File: config.mk
export PLATFORM = sky130hd
export DESIGN_NAME = kdtree_node_walker_flat
export DESIGN_NICKNAME = d
export VERILOG_FILES = /design/src/rtl/kdtree_pkg.sv /design/src/rtl/kdtree_node_walker_if.sv /design/src/rtl/kdtree_walk_stage.sv /design/src/rtl/kdtree_node_walker.sv /design/src/flat_wrapper.sv
export SDC_FILE = /design/constraint.sdc
export NUM_CORES = 2
export LEC_CHECK = 0
export ABC_CLOCK_PERIOD_IN_PS = 42900
export CORE_MARGIN = 4
export CORE_UTILIZATION = 45
export CTS_CLUSTER_SIZE = 25
export DETAILED_ROUTE_END_ITERATION = 10
export GPL_ROUTABILITY_DRIVEN = 1
export PLACE_DENSITY = 0.74
export SLEW_MARGIN = 25
export SYNTH_ARGS = -nofsm -noshare
export SYNTH_HDL_FRONTEND = slang
export SYNTH_HIERARCHICAL = 1
export SYNTH_SLANG_ARGS = --single-unit
File: constraint.sdc
create_clock -name wb_clk_i -period 42.9 [get_ports wb_clk_i]
set_input_delay 8.58 -clock wb_clk_i [delete_from_list [all_inputs] [get_ports wb_clk_i]]
set_output_delay 8.58 -clock wb_clk_i [all_outputs]
set_load 0.02 [all_outputs]
File: src/rtl/kdtree_pkg.sv
// Shared types and constants for the k-d tree node walker.
package kdtree_pkg;

  localparam int DATA_WIDTH = 11;
  localparam int PATCH_SIZE = 5;
  localparam int QIDX_WIDTH = 9;
  localparam int NUM_LEAVES = 64;
  localparam int LEAF_ADDRW = $clog2(NUM_LEAVES);
  localparam int LEVELS     = LEAF_ADDRW;
  localparam int NODE_COUNT = NUM_LEAVES - 1;
  localparam int PATCH_W    = PATCH_SIZE * DATA_WIDTH;
  // Wide enough for the child index of the deepest internal node (2*62+2).
  localparam int NODE_IDXW  = LEAF_ADDRW + 1;

  // Node word layout on the Wishbone side.
  localparam int MEDIAN_LSB = 0;
  localparam int MEDIAN_MSB = 10;
  localparam int DIM_LSB    = 12;
  localparam int DIM_MSB    = 14;

  typedef struct packed {
    logic [2:0]            dim;
    logic [DATA_WIDTH-1:0] median;
  } node_t;

  typedef struct packed {
    logic                  valid;
    logic [NODE_IDXW-1:0]  node_idx;
    logic [QIDX_WIDTH-1:0] qidx;
    logic [PATCH_W-1:0]    patch;
  } stage_t;

  // Pack a stored node back into its bus word; unused bits read as zero.
  function automatic logic [31:0] node_to_word(input node_t n);
    logic [31:0] w;
    w = '0;
    w[MEDIAN_MSB:MEDIAN_LSB] = n.median;
    w[DIM_MSB:DIM_LSB]       = n.dim;
    return w;
  endfunction

endpackage

File: src/rtl/kdtree_node_walker_if.sv
// Wishbone node-memory port, query stream and result stream of the walker.
interface kdtree_node_walker_if;
  import kdtree_pkg::*;

  logic                  wbs_debug;
  logic                  wbs_node_mem_web;
  logic [31:0]           wbs_node_mem_addr;
  logic [31:0]           wbs_node_mem_wdata;
  logic [31:0]           wbs_node_mem_rdata;

  logic                  in_valid;
  logic                  in_ready;
  logic [PATCH_W-1:0]    in_patch;
  logic [QIDX_WIDTH-1:0] in_qidx;

  logic                  out_valid;
  logic                  out_ready;
  logic [LEAF_ADDRW-1:0] out_leaf;
  logic [QIDX_WIDTH-1:0] out_qidx;
  logic [PATCH_W-1:0]    out_patch;

  logic                  busy;

  // Producer of queries / bus master / result consumer.
  modport master (
    output wbs_debug, wbs_node_mem_web, wbs_node_mem_addr, wbs_node_mem_wdata,
    output in_valid, in_patch, in_qidx, out_ready,
    input  wbs_node_mem_rdata, in_ready, out_valid, out_leaf, out_qidx,
    input  out_patch, busy
  );

  // The walker itself.
  modport slave (
    input  wbs_debug, wbs_node_mem_web, wbs_node_mem_addr, wbs_node_mem_wdata,
    input  in_valid, in_patch, in_qidx, out_ready,
    output wbs_node_mem_rdata, in_ready, out_valid, out_leaf, out_qidx,
    output out_patch, busy
  );
endinterface

File: src/rtl/kdtree_walk_stage.sv
// One tree level: pick this level's node, compare the chosen patch element
// against its median and register the child index with the payload.
module kdtree_walk_stage
  import kdtree_pkg::*;
#(
  parameter int LEVEL = 0
) (
  input  logic                       clk,
  input  logic                       rst,
  input  logic                       en,
  input  node_t [(1<<LEVEL)-1:0]     level_nodes,
  input  stage_t                     in_pl,
  output stage_t                     out_pl
);

  localparam bit LAST = (LEVEL == LEVELS - 1);

  node_t                 node;
  logic [2:0]            dim;
  logic [DATA_WIDTH-1:0] elem;
  logic                  right;
  logic [NODE_IDXW-1:0]  child;
  logic [NODE_IDXW-1:0]  nxt_idx;

  // Node select from this level's slice (heap indices 2^L-1 .. 2^(L+1)-2).
  always_comb begin
    node = '0;
    for (int k = 0; k < (1 << LEVEL); k++)
      if (in_pl.node_idx == NODE_IDXW'((1 << LEVEL) - 1 + k))
        node = level_nodes[k];
  end

  // Split decision; out-of-range dims fall back to element 0, ties go right.
  always_comb begin
    dim     = (node.dim < 3'(PATCH_SIZE)) ? node.dim : 3'd0;
    elem    = in_pl.patch[dim*DATA_WIDTH +: DATA_WIDTH];
    right   = (elem >= node.median);
    child   = (in_pl.node_idx << 1) + NODE_IDXW'(1) + NODE_IDXW'(right);
    // Final level converts the heap index to a 0-based leaf number.
    nxt_idx = LAST ? child - NODE_IDXW'(NODE_COUNT) : child;
  end

  // Stage register; everything holds while the pipeline is stalled.
  always_ff @(posedge clk or posedge rst) begin
    if (rst) begin
      out_pl <= '0;
    end else if (en) begin
      out_pl.valid    <= in_pl.valid;
      out_pl.node_idx <= nxt_idx;
      out_pl.qidx     <= in_pl.qidx;
      out_pl.patch    <= in_pl.patch;
    end
  end

endmodule

File: src/rtl/kdtree_node_walker.sv
// k-d tree walker: flop-based node store loaded over Wishbone and a
// LEVELS-deep pipeline that takes each query patch from root to leaf.
module kdtree_node_walker
  import kdtree_pkg::*;
(
  input  logic                 wb_clk_i,
  input  logic                 wb_rst_i,
  kdtree_node_walker_if.slave  bus
);

  node_t [NODE_COUNT-1:0] nodes;
  logic [LEAF_ADDRW-1:0]  widx;
  logic                   idx_ok;
  logic                   en;
  logic                   busy_c;
  logic [31:0]            rdata;
  stage_t                 pl [LEVELS+1];

  assign widx   = bus.wbs_node_mem_addr[LEAF_ADDRW+1:2];
  assign idx_ok = (widx != LEAF_ADDRW'(NODE_COUNT));

  // Debug freezes traversal; a held result also stalls every stage.
  assign en           = ~bus.wbs_debug & (~bus.out_valid | bus.out_ready);
  assign bus.in_ready = en;

  // Node store write port; only the Wishbone side may write, and only in debug.
  always_ff @(posedge wb_clk_i or posedge wb_rst_i) begin
    if (wb_rst_i) begin
      nodes <= '0;
    end else if (bus.wbs_debug && bus.wbs_node_mem_web && idx_ok) begin
      nodes[widx] <= '{dim:    bus.wbs_node_mem_wdata[DIM_MSB:DIM_LSB],
                       median: bus.wbs_node_mem_wdata[MEDIAN_MSB:MEDIAN_LSB]};
    end
  end

  // Registered read port, available whether or not debug is set.
  always_ff @(posedge wb_clk_i or posedge wb_rst_i) begin
    if (wb_rst_i) begin
      rdata <= '0;
    end else if (!bus.wbs_node_mem_web) begin
      rdata <= idx_ok ? node_to_word(nodes[widx]) : 32'h0;
    end
  end

  assign bus.wbs_node_mem_rdata = rdata;

  // Every query enters at the root.
  assign pl[0] = '{valid:    bus.in_valid,
                   node_idx: '0,
                   qidx:     bus.in_qidx,
                   patch:    bus.in_patch};

  for (genvar l = 0; l < LEVELS; l++) begin : g_stage
    kdtree_walk_stage #(.LEVEL(l)) u_stage (
      .clk         (wb_clk_i),
      .rst         (wb_rst_i),
      .en          (en),
      .level_nodes (nodes[(1<<l)-1 +: (1<<l)]),
      .in_pl       (pl[l]),
      .out_pl      (pl[l+1])
    );
  end

  // busy is derived only from stage registers, so it is registered with them.
  always_comb begin
    busy_c = 1'b0;
    for (int l = 1; l <= LEVELS; l++) busy_c = busy_c | pl[l].valid;
  end

  assign bus.busy      = busy_c;
  assign bus.out_valid = pl[LEVELS].valid;
  assign bus.out_leaf  = pl[LEVELS].node_idx[LEAF_ADDRW-1:0];
  assign bus.out_qidx  = pl[LEVELS].qidx;
  assign bus.out_patch = pl[LEVELS].patch;

  // Address/data bits outside the node word and the leaf-index carry bit.
  logic unused_bits;
  assign unused_bits = ^{bus.wbs_node_mem_addr[31:LEAF_ADDRW+2],
                         bus.wbs_node_mem_addr[1:0],
                         bus.wbs_node_mem_wdata[31:DIM_MSB+1],
                         bus.wbs_node_mem_wdata[DIM_LSB-1:MEDIAN_MSB+1],
                         pl[LEVELS].node_idx[LEAF_ADDRW]};

endmodule

File: src/flat_wrapper.sv
// flat-port wrapper written by rule: the top's interface ports become plain ports
module kdtree_node_walker_flat import kdtree_pkg::*;
  (wb_clk_i, wb_rst_i, bus_wbs_debug, bus_wbs_node_mem_web, bus_wbs_node_mem_addr, bus_wbs_node_mem_wdata, bus_in_valid, bus_in_patch, bus_in_qidx, bus_out_ready, bus_wbs_node_mem_rdata, bus_in_ready, bus_out_valid, bus_out_leaf, bus_out_qidx, bus_out_patch, bus_busy);
  kdtree_node_walker_if bus_i ();
  input  logic wb_clk_i;
  input  logic wb_rst_i;
  input wire logic [$bits(bus_i.wbs_debug)-1:0] bus_wbs_debug;
  input wire logic [$bits(bus_i.wbs_node_mem_web)-1:0] bus_wbs_node_mem_web;
  input wire logic [$bits(bus_i.wbs_node_mem_addr)-1:0] bus_wbs_node_mem_addr;
  input wire logic [$bits(bus_i.wbs_node_mem_wdata)-1:0] bus_wbs_node_mem_wdata;
  input wire logic [$bits(bus_i.in_valid)-1:0] bus_in_valid;
  input wire logic [$bits(bus_i.in_patch)-1:0] bus_in_patch;
  input wire logic [$bits(bus_i.in_qidx)-1:0] bus_in_qidx;
  input wire logic [$bits(bus_i.out_ready)-1:0] bus_out_ready;
  output wire logic [$bits(bus_i.wbs_node_mem_rdata)-1:0] bus_wbs_node_mem_rdata;
  output wire logic [$bits(bus_i.in_ready)-1:0] bus_in_ready;
  output wire logic [$bits(bus_i.out_valid)-1:0] bus_out_valid;
  output wire logic [$bits(bus_i.out_leaf)-1:0] bus_out_leaf;
  output wire logic [$bits(bus_i.out_qidx)-1:0] bus_out_qidx;
  output wire logic [$bits(bus_i.out_patch)-1:0] bus_out_patch;
  output wire logic [$bits(bus_i.busy)-1:0] bus_busy;
  assign bus_i.wbs_debug = bus_wbs_debug;
  assign bus_i.wbs_node_mem_web = bus_wbs_node_mem_web;
  assign bus_i.wbs_node_mem_addr = bus_wbs_node_mem_addr;
  assign bus_i.wbs_node_mem_wdata = bus_wbs_node_mem_wdata;
  assign bus_i.in_valid = bus_in_valid;
  assign bus_i.in_patch = bus_in_patch;
  assign bus_i.in_qidx = bus_in_qidx;
  assign bus_i.out_ready = bus_out_ready;
  assign bus_wbs_node_mem_rdata = bus_i.wbs_node_mem_rdata;
  assign bus_in_ready = bus_i.in_ready;
  assign bus_out_valid = bus_i.out_valid;
  assign bus_out_leaf = bus_i.out_leaf;
  assign bus_out_qidx = bus_i.out_qidx;
  assign bus_out_patch = bus_i.out_patch;
  assign bus_busy = bus_i.busy;
  kdtree_node_walker u_core (.wb_clk_i(wb_clk_i), .wb_rst_i(wb_rst_i), .bus(bus_i));
endmodule
==> flow_metrics.py <==
metrics = {
    "power_and_ir_drop": {
        "internal_power_mw": 2.843,
        "seqPwrFrac_pct": 41.4,
        "p_sw_share_pct": 36.04,
        "p_sw_mw": 1.602,
        "vdd_drop_max_v": 0.00004239,
        "total_power_mw": 4.446,
        "combPwrFrac_pct": 29.0,
        "power_density_mw_per_mm2": 55.97,
        "leakagePower_nw": 34.34,
        "clkPwrFrac_pct": 29.6,
    },
    "grt": {
        "antenna_found_initial": 15,
        "grt_overflow": 0,
        "grtUsageTotal_pct": 32.20,
        "grt_pass1_wl_um": 388400,
        "grt_pass1_vias": 53360,
        "grt_start_max_net_pins": 194,
    },
    "timing": {
        "slew_headroom_pct": 17.46,
        "fin_skew_ns": 0.06295,
        "tightestPinTransition_ns": 1.204,
        "finalSetupTns_ns": 0,
        "hold_ws_ns": 0.5024,
        "timing.fmax_ghz": 0.05169,
        "postLayoutSetupSlackWorst_ns": 23.55,
        "slew_violations": 0,
        "rsz0062_at_grt": "no",
        "finalCritPeriodShare_pct": 45.10,
        "hold_viol": 0,
        "setup_viol": 0,
        "fin_crit_ns": 19.35,
    },
    "die": {
        "rows": 145,
        "core_area_mm2": 0.1566,
        "dieHeight_um": 405.3,
        "fp.dieW_um": 405.3,
        "io_pins": 239,
        "initial_core_util_pct": 45.37,
        "dieArea_mm2": 0.1643,
    },
    "route": {
        "dr_total_vias": 55640,
        "wl_um": 270000,
        "dr.pass1.iters": 7,
        "drt_iter0_drc": 8287,
        "drc": 0,
        "vias_per_cell": 6.853,
        "ant_nets": 0,
        "route.detailed.wl_per_inst_um": 33.25,
    },
    "run": {
        "cap_violations": 0,
    },
    "placed_design": {
        "place_ws_ns": 23.61,
        "dp_hpwl_um": 188300,
        "finalWeightedCongestion": 1.035,
        "portBuffers": 176,
    },
    "setup_path": {
        "cp-start-kind": "input port",
        "critPathRequiredTime_ns": 34.32,
        "arrival_ns": 10.77,
        "critPathKind": "in -> out",
        "ff2ff_path_depth": 20,
        "path_max_fanout": 40,
        "end_kind": "output port",
    },
    "clock_tree": {
        "clk_latency_ns": 0.83,
        "hold_buffers": 0,
        "path_clk_slew_ns": 0.06,
        "cts.sinks": 1327,
        "root_buffer": "clkbuf_16",
        "cts_tree": "done",
        "cts_max_path_buffers": 3,
        "htree_num_levels": 4,
        "cts_made_buffers": 145,
        "postCtsSetupBuffers": 0,
        "cts_resized": 0,
    },
    "layout": {
        "drive_gt1_share_pct": 32.98,
        "syn_to_final_growth_pct": 11.82,
        "final_nets": 6151,
    },
    "yosys": {
        "synth.avg_cell_area_um2": 11.99,
        "ys_warn_count": 6,
        "synth.cell_area_mm2": 0.07103,
        "synth_cells": 5925,
    },
    "min_path": {
        "hp-class": "reg -> reg",
        "hold_depth": 1,
    },
    "outcome": {
        "status": "finished, final reports clean",
    },
}
==> power by group through the flow <==
stage	Clock [mW]	Combinational, mW	Sequential (mW)
floorplan	0	0.855	1.72
global placement	0	1.23	1.82
detailed placement	0	1.26	1.84
CTS	1.33	1.27	1.82
global route	1.38	1.37	1.86
finish	1.32	1.29	1.84
==> layout make-up <==
type                       count  area, um^2
tap                         2058        2575
clock buffer                 209        4219
multi-input combinational   4075       35390
timing repair buffer         326        2924
antenna                        7       17.52
fill                       13440       77140
clock inverter                51       835.8
inverter                      67       260.3
sequential                  1327       33210
==> critical path, stage by stage <==
cell	delay, ns
clkdlybuf4s50_1	0.71
a21oi_4	0.23
buf_4	0.50
clkdlybuf4s50_1	0.72
==> per-layer routing <==
layer / global-route usage, % / part of all wire, % / up-vias
met5: 0.2676 / 0.051 / -
met4: 17.18 / 6.3 / 12
met3: 10.65 / 13 / 745
met2: 45.62 / 42 / 3863
met1: 43.66 / 39 / 28560
li1: - / - / 22460
==> through the flow <==
step	cells	util (%)	instance area [um^2]
2_1_floorplan	5969	-	71200
3_3_place_gp	7851	47.39	74200
3_5_place_dp	7852	47.42	74240
4_1_cts	8112	50.65	79300
5_1_grt	8114	50.72	79420
6_report	8120	50.73	79430
==> sequential cells by signal (all words and copies together), names as in the netlist <==
name,flops
u_core/nodes,882
u_core/g_stage.u_stage/out_pl,431
u_core/bus.wbs_node_mem_rdata,14
==> placed cells by master, fill, tap and decap left out, drive strengths merged, types with 41 or more instances in the layout <==
master,instances
a22o,54
buf,167
nor3,62
nand2b,41
o21ai,194
nand3,100
a21oi,211
nand2,258
mux2i,185
o221ai,58
a211oi,41
nor2,320
o22ai,136
clkdlybuf4s50,159
mux4,118
ha,75
a31oi,45
nor2b,48
inv,68
conb,45
a221oi,93
a22oi,161
mux2,1305
dfrtp,1327
clkbuf,209
==> path summary, 6_finish.rpt <==
path	start	slack (ns)	endpoint
setup / recovery	bus_wbs_debug	23.55	bus_in_ready
hold / removal	u_core/g_stage[3].u_stage/out_pl[60]$_DFFE_PP0P_	0.50	u_core/g_stage[3].u_stage/out_pl[60]$_DFFE_PP0P_
setup reg to reg	u_core/g_stage[3].u_stage/out_pl[68]$_DFFE_PP0P_	36.23	u_core/g_stage[4].u_stage/out_pl[68]$_DFFE_PP0P_
hold reg to reg	u_core/g_stage[3].u_stage/out_pl[60]$_DFFE_PP0P_	0.50	u_core/g_stage[3].u_stage/out_pl[60]$_DFFE_PP0P_
max in group asynchronous	wb_rst_i	30.44	u_core/nodes[232]$_DFFE_PP0P_
min in group asynchronous	wb_rst_i	8.80	u_core/g_stage[0].u_stage/out_pl[67]$_DFFE_PP0P_
(Power assumes the default switching activity.)
